File: src/rtl/pc_register_pkg.sv
// Shared definitions for the program-counter slice: next-PC select codes,
// controller state encodings and the default reset vector.
package pc_register_pkg;

  typedef enum logic [1:0] {
    PC_SEQ    = 2'b00,
    PC_BRANCH = 2'b01,
    PC_JUMP   = 2'b10,
    PC_HOLD   = 2'b11
  } pc_src_t;

  typedef enum logic {
    ST_RUN    = 1'b0,
    ST_HALTED = 1'b1
  } pc_state_t;

  localparam logic [31:0] RESET_PC_DEFAULT = 32'h0000_0000;

endpackage

File: src/rtl/pc_register_next_pc_mux.sv
// Combinational next-PC candidate selection plus misalignment detection.
// All arithmetic is 32-bit and wraps modulo 2^32.
module next_pc_mux
  import pc_register_pkg::*;
(
  input  logic [1:0]  pc_src,
  input  logic [31:0] cur_pc,
  input  logic [31:0] pc_plus4,
  input  logic [31:0] immediate,
  input  logic [25:0] jump_addr,
  output logic [31:0] candidate,
  output logic        misaligned
);

  logic [31:0] branch_target;

  // Word offset scaled to bytes; the shift drops immediate[31:30] by design.
  assign branch_target = pc_plus4 + (immediate << 2);

  always_comb begin
    candidate = pc_plus4;
    case (pc_src)
      PC_SEQ:    candidate = pc_plus4;
      PC_BRANCH: candidate = branch_target;
      PC_JUMP:   candidate = {pc_plus4[31:28], jump_addr, 2'b00};
      PC_HOLD:   candidate = cur_pc;
      default:   candidate = pc_plus4;
    endcase
  end

  assign misaligned = (candidate[1:0] != 2'b00);

endmodule

File: src/rtl/pc_register.sv
// Program-counter register with RUN/HALTED control, sticky misaligned-target
// error flag and a one-cycle commit pulse.
module pc_register
  import pc_register_pkg::*;
#(
  parameter logic [31:0] RESET_PC = RESET_PC_DEFAULT
) (
  input  logic        CLK,
  input  logic        Reset,
  input  logic        PCWre,
  input  logic [1:0]  PCSrc,
  input  logic        halt,
  input  logic [31:0] pcPlus4,
  input  logic [31:0] immediate,
  input  logic [25:0] jumpAddr,
  output logic [31:0] curPC,
  output logic        halted,
  output logic        addrErr,
  output logic        pcUpdated
);

  pc_state_t   state_reg, state_next;
  logic [31:0] pc_reg, pc_next;
  logic        err_reg, err_next;
  logic        upd_reg, upd_next;
  logic [31:0] candidate;
  logic        misaligned;

  next_pc_mux u_next_pc_mux (
    .pc_src     (PCSrc),
    .cur_pc     (pc_reg),
    .pc_plus4   (pcPlus4),
    .immediate  (immediate),
    .jump_addr  (jumpAddr),
    .candidate  (candidate),
    .misaligned (misaligned)
  );

  always_comb begin
    state_next = state_reg;
    pc_next    = pc_reg;
    err_next   = err_reg;
    upd_next   = 1'b0;
    case (state_reg)
      ST_RUN: begin
        // halt only counts on a write-enabled cycle, and outranks misalignment
        if (PCWre) begin
          if (halt) begin
            state_next = ST_HALTED;
          end else if (misaligned) begin
            state_next = ST_HALTED;
            err_next   = 1'b1;
          end else begin
            pc_next  = candidate;
            upd_next = 1'b1;
          end
        end
      end
      ST_HALTED: begin
        state_next = ST_HALTED;
      end
      default: begin
        state_next = ST_HALTED;
      end
    endcase
  end

  always_ff @(posedge CLK) begin
    if (Reset) begin
      state_reg <= ST_RUN;
      pc_reg    <= RESET_PC;
      err_reg   <= 1'b0;
      upd_reg   <= 1'b0;
    end else begin
      state_reg <= state_next;
      pc_reg    <= pc_next;
      err_reg   <= err_next;
      upd_reg   <= upd_next;
    end
  end

  assign curPC     = pc_reg;
  assign halted    = (state_reg == ST_HALTED);
  assign addrErr   = err_reg;
  assign pcUpdated = upd_reg;

endmodule

File: config.mk
export PLATFORM = sky130hd
export DESIGN_NAME = pc_register
export DESIGN_NICKNAME = d
export VERILOG_FILES = /design/src/rtl/pc_register_pkg.sv /design/src/rtl/pc_register_next_pc_mux.sv /design/src/rtl/pc_register.sv
export SDC_FILE = /design/constraint.sdc
export NUM_CORES = 1
export LEC_CHECK = 0
export ABC_AREA = 1
export ABC_CLOCK_PERIOD_IN_PS = 4100
export BUFFER_PORTS_ARGS = -buffer_cell sky130_fd_sc_hd__buf_2
export CAP_MARGIN = 20
export CORE_MARGIN = 4
export CORE_UTILIZATION = 55
export DETAILED_ROUTE_END_ITERATION = 6
export PLACE_DENSITY = 0.84
export SLEW_MARGIN = 25
export SYNTH_ARGS = -nofsm -noshare
export SYNTH_HDL_FRONTEND = slang
export SYNTH_SLANG_ARGS = --single-unit
File: constraint.sdc
create_clock -name CLK -period 4.1 [get_ports CLK]
set_input_delay 0.205 -clock CLK [delete_from_list [all_inputs] [get_ports CLK]]
set_output_delay 0.205 -clock CLK [all_outputs]
set_load 0.01 [all_outputs]
After elaboration in Yosys (flattened, before gate mapping)
Cells that the tools add are included.
- $add $sub $neg: 1
- multipliers: 0
- divide/modulo/power cells: 0
- $lt $le $gt $ge: 0
- eq/ne operators: 3
- shifts and indexed selects: 0
- muxes and demuxes: 6
- bitwise gates (word level): 5
- reductions and logical operators: 6
- operator list (cell ; count):
    one-hot mux 32 bit (4 select lines) ; 1
    adder 32 bit ; 1
    AND reduction 4 bit ; 2
    NOT 1 bit ; 5
    AND reduction 5 bit ; 1
    equality test 2 bit (second input constant) ; 2
    two-way mux 1 bit ; 4
    OR reduction 4 bit ; 1
    equality test 2 x 1 -> 1 bit (second input constant) ; 1
    logical NOT 2 bit ; 1
    one-hot mux 1 bit (2 select lines) ; 1
    nonzero test 2 bit ; 1
- register bits after elaboration: 35
- latch bits: 0
- bits in writable memories: 0
- memory bits (read-only): 0
- input port bits: 96
- output and inout bits: 35
- word-level logic and storage cells: 26
- memories kept: 0

Depth between registers and ports, before layout
- word-level depth: 7
- mapped depth: 15
- depth with buffers taken out: 15

Cells and area by module
A second synthesis with hierarchy kept.
- cell total of the unflattened synthesis: 835
- area total of the unflattened synthesis: 4524.3 um2
- by module, submodules not included (module ; instances ; cells each ; area each (um2) ; seq. area each (um2)):
    next_pc_mux ; 1 ; 610 ; 2979.1 ; 0.0
    pc_register ; 1 ; 225 ; 1545.2 ; 700.7

Least setup slack after synthesis
Ideal clock, no wire load.
- path type: input -> register
- from: in pcPlus4[2]
- to: reg pc_reg[20] (netlist: curPC[20])
- setup time: 0.122 ns
- arrival time: 1.647 ns
- data required time: 3.978 ns
- slack: 2.331 ns
- stages: 15
- path buffers: 0
- cells stage by stage: ha_1 -> inv_1 -> fa_1 -> inv_1 -> nand3_1 -> nand2_1 -> inv_1 -> o21bai_2 -> nand2_1 -> nand2_2 -> nand3_1 -> nand2_1 -> nand2_1 -> nand3_1 -> a21oi_1
- word-level cells in the longest chain between the ends: 2
- RTL lines (element ; RTL line ; RTL):
    start: declaration ; pc_register.sv:13 ; input logic [31:0] pcPlus4,
    adder 32 bit ; pc_register_next_pc_mux.sv:18 ; assign branch_target = pc_plus4 + (immediate << 2);
    one-hot mux 32 bit (4 select lines) ; pc_register_next_pc_mux.sv:22 ; case (pc_src)
    end signal: assignment ; pc_register.sv:76 ; pc_reg <= pc_next;
    end: declaration ; pc_register.sv:23 ; logic [31:0] pc_reg, pc_next;
No other way between the ends.
A chain may end at the register's enable or synchronous reset.

Final worst setup path
- from: in pcPlus4[2]
- to: reg pc_reg[22] (netlist: curPC[22])
The elaborated chain is that of the path after synthesis.

==> summary.md <==
| Metric | Value |
|---|---|
| Multi-input gate area | 2590 um^2 |
| Hold-critical path depth | 3 |
| Fmax | about 520 MHz |
| Total GRT Usage | 0.3060 |
| Num rows | 29 |
| Total grt overflow | 0 |
| Slowest cell delay on critical path | about 0.36 ns |
| Seq cells post-synth | 35 |
| Setup violators final | 0 |
| Syn Nets | around 740 |
| Number of synthesized flops with an enable pin | 0 |
| Die width | roughly 90 um |
| Core Util, Final | 0.6928 |
| Wire per inst | ~16 um |
| Placed cell count | ~810 |
| Initial drt markers | 353 |
| DR pass1 iterations | 5 |
| Power per cell area | 245.1 nW/um^2 |
| Peak fanout along the critical path | 4 |
| Slew headroom | 0.4065 |
| Core Area | ~6400 um^2 |
| CTS clock-pin slew for the worst setup and hold paths | ~0.080 ns |
| Post-synthesis cell type count | 41 |
| Top delay family on crit path | simple AND/OR/NAND/NOR gates |
| Critical path capture point type | flip-flop |
| Most common cell after layout, fill and taps aside | nand2_1 |
| Area of the mapped netlist | roughly 3700 um^2 |
| Clock root buffer | clkbuf_8 |
| Post-CTS sizing | 0 |
| Slew Viols, Final | 0 |
| Final WS setup | 2.170 ns |
| Crit-path slowest cell | fa_1 |
| Seq/Total Area, Yosys | 0.1908 |
| Leakage power | roughly 2.4 nW |
| IO buf count | between 100 and 150 |
| First-pass GRT wire length | slightly above 20000 um |
| Commonest non-fill, non-tap cells in the layout | 191 x nand2_1, 128 x buf_2, 75 x inv_1 |
| Startpoint type of the worst setup path | primary input |
| TritonCTS Buffers | 5 |
| RSZ-0062 raised after global routing | false |
| Die Ht | roughly 90 um |
| DPL Wire Length | 10320 um |
| GPL Wtd Cong | roughly 1.1 |
| Cell area after placement | 4357 um^2 |
| WS Path Type | primary input to flip-flop |
| Initial Util | 0.5718 |
| Ratio of final minimum period to clock period | 0.4708 |
| Postcts setup bufs | 0 |
| CP cell instances | buf_2, ha_1, inv_1, fa_1, inv_1, nand3_1, nand2_1, nand2_1, nand2_1, nand2_1, nand3_1, nand3_1, nand3b_1, nand3_1, a21oi_1 |
| Final-report hold violation count | 0 |
| Final Power | roughly 1.1 mW |
| CTS tree | done |
| Via count | approximately 4700 |
| Place WS | around 1.9 ns |
| Yosys Warn Count | 0 |
| R2R depth | 8 |
| CP Depth | 15 |
| Fin Hold WS | ~0.19 ns |
| Fill cell count | 615 |
| Final Cell Area | ~4400 um^2 |
| Pin count of the biggest net entering global routing | 36 |
| Max Clock Skew | approximately 0.008 ns |
| Insertion delay to the later sink of the worst-skew pair | ~0.3 ns |
| Biggest area consumer among synthesized cells | nand2_1 |
| Full die area | just over 8000 um^2 |
| Routed Antenna Nets | 0 |
| Ys flop type | dfxtp_1 |
| Drt via density | around 5.7 |
| Synth top area share | 0.1952 |
| Area growth syn-to-layout | 21.16% |
| Top post-synthesis cells by area | nand2_1 20%, dfxtp_1 19%, ha_1 9.9%, inv_1 7.7%, a21oi_1 7.6% |
| Routed wire length | between 10000 and 15000 um |
| CTS sink cnt | 35 |
| Drt drc | 0 |
| Cell count after synthesis | approximately 620 |
| Clock buffer depth | 2 |
| Layout net count | around 870 |
| Layout cells sized above 1 | 0.2318 |
| ANT cells | 0 |
| Least-Margin Pin Slew | a little under 0.9 ns |
| Worst Path Buf+Inv | 3 |
| Post-synthesis async set-or-reset flop share | 0 |
| H-tree depth | 2 |
| Antenna violations before repair | 0 |
| CTS Hold Bufs | 0 |
| Fin crit period | 1.930 ns |
| Crit path required time | ~4.3 ns |
| Cell Count, Final, Fillers Out | roughly 820 |
| Register area | 700.7 um^2 |
| Post-Syn Area per Cell | 5.952 um^2 |
| Worst Path Arrival | ~2.2 ns |
| Hold crit path type | primary input to flip-flop |
| Setup TNS | 0 ns |
| Status | complete, no violations |
| Max cap viols | 0 |
| IO Pins | 131 |
| Vias in the first global route | between 4000 and 5000 |
| Max VDD drop | between 0.15 and 0.2 mV |
## path summary, 6_finish.rpt
| kind | startpoint | end | slack [ns] |
|---|---|---|---|
| setup / recovery | pcPlus4[2] | curPC[22] | 2.17 |
| hold / removal | PCWre | addrErr | 0.19 |
| setup reg to reg | halted | curPC[10] | 2.19 |
| hold reg to reg | addrErr | addrErr | 0.47 |
## worst reg2reg max path: cells and delay by family, from the launching register on
kind | cells | cell delay, ns
AO/OA/AOI/OAI | 1 | 0.16
buffers and inverters | 2 | 0.44
flip-flops | 1 | 0.34
AND/OR/NAND/NOR | 5 | 0.88
## flip-flops by register name, summed over array words and instances, names as in the netlist
| signal | count |
|---|---|
| halted | 1 |
| pcUpdated | 1 |
| addrErr | 1 |
| curPC | 32 |
## Yosys cell counts (3+ instances only)
master,count
or2_2,3
ha_1,29
nand2_1,191
inv_1,75
o21a_1,3
clkbuf_1,5
nor3_1,5
nor2_1,56
inv_2,5
nand4_1,6
a31oi_1,3
nand3b_1,4
o21bai_1,5
a41oi_1,5
o211ai_1,3
nand2_2,3
a21oi_1,56
o21ai_1,15
dfxtp_1,35
buf_2,4
a221oi_2,8
nand3_1,47
o21ai_0,26
## cell type report
class	instances	area share
sequential	35	0.1575
inverter	81	0.06890
tap	77	0.02165
clock inverter	3	0.005343
multi-input combinational	487	0.5821
timing repair buffer	131	0.1490
clock buffer	5	0.01547
## report_power, final
| part | total (mW) | switching, mW | leakage [nW] | internal, mW |
|---|---|---|---|---|
| combinational | 0.446 | 0.282 | 2.11 | 0.164 |
| clock | 0.281 | 0.159 | 0.0408 | 0.122 |
| sequential | 0.363 | 0.00806 | 0.285 | 0.355 |
| total | 1.09 | 0.449 | 2.43 | 0.642 |
## cell families (layout without fill, tap and decap cells)
kind of cell / count (synthesis) / in the layout / share of synthesized area
buffers and inverters: 95 / 220 / 0.1053
flip-flops: 35 / 35 / 0.1908
AO/OA/AOI/OAI: 133 / 133 / 0.2259
AND/OR/NAND/NOR: 322 / 322 / 0.3690
XOR/XNOR: 2 / 2 / 0.004771
adder cells (fa/ha/maj): 30 / 30 / 0.1043
## per-layer routing
layer / up-vias / global-route usage / share of wire
met5: - / 0 / 0
met4: 0 / 0.1124 / 0.029
met3: 31 / 0.05593 / 0.082
met2: 228 / 0.5595 / 0.49
met1: 2118 / 0.3544 / 0.40
li1: 2299 / - / -
No activity file was read; power rests on OpenSTA's default activity.
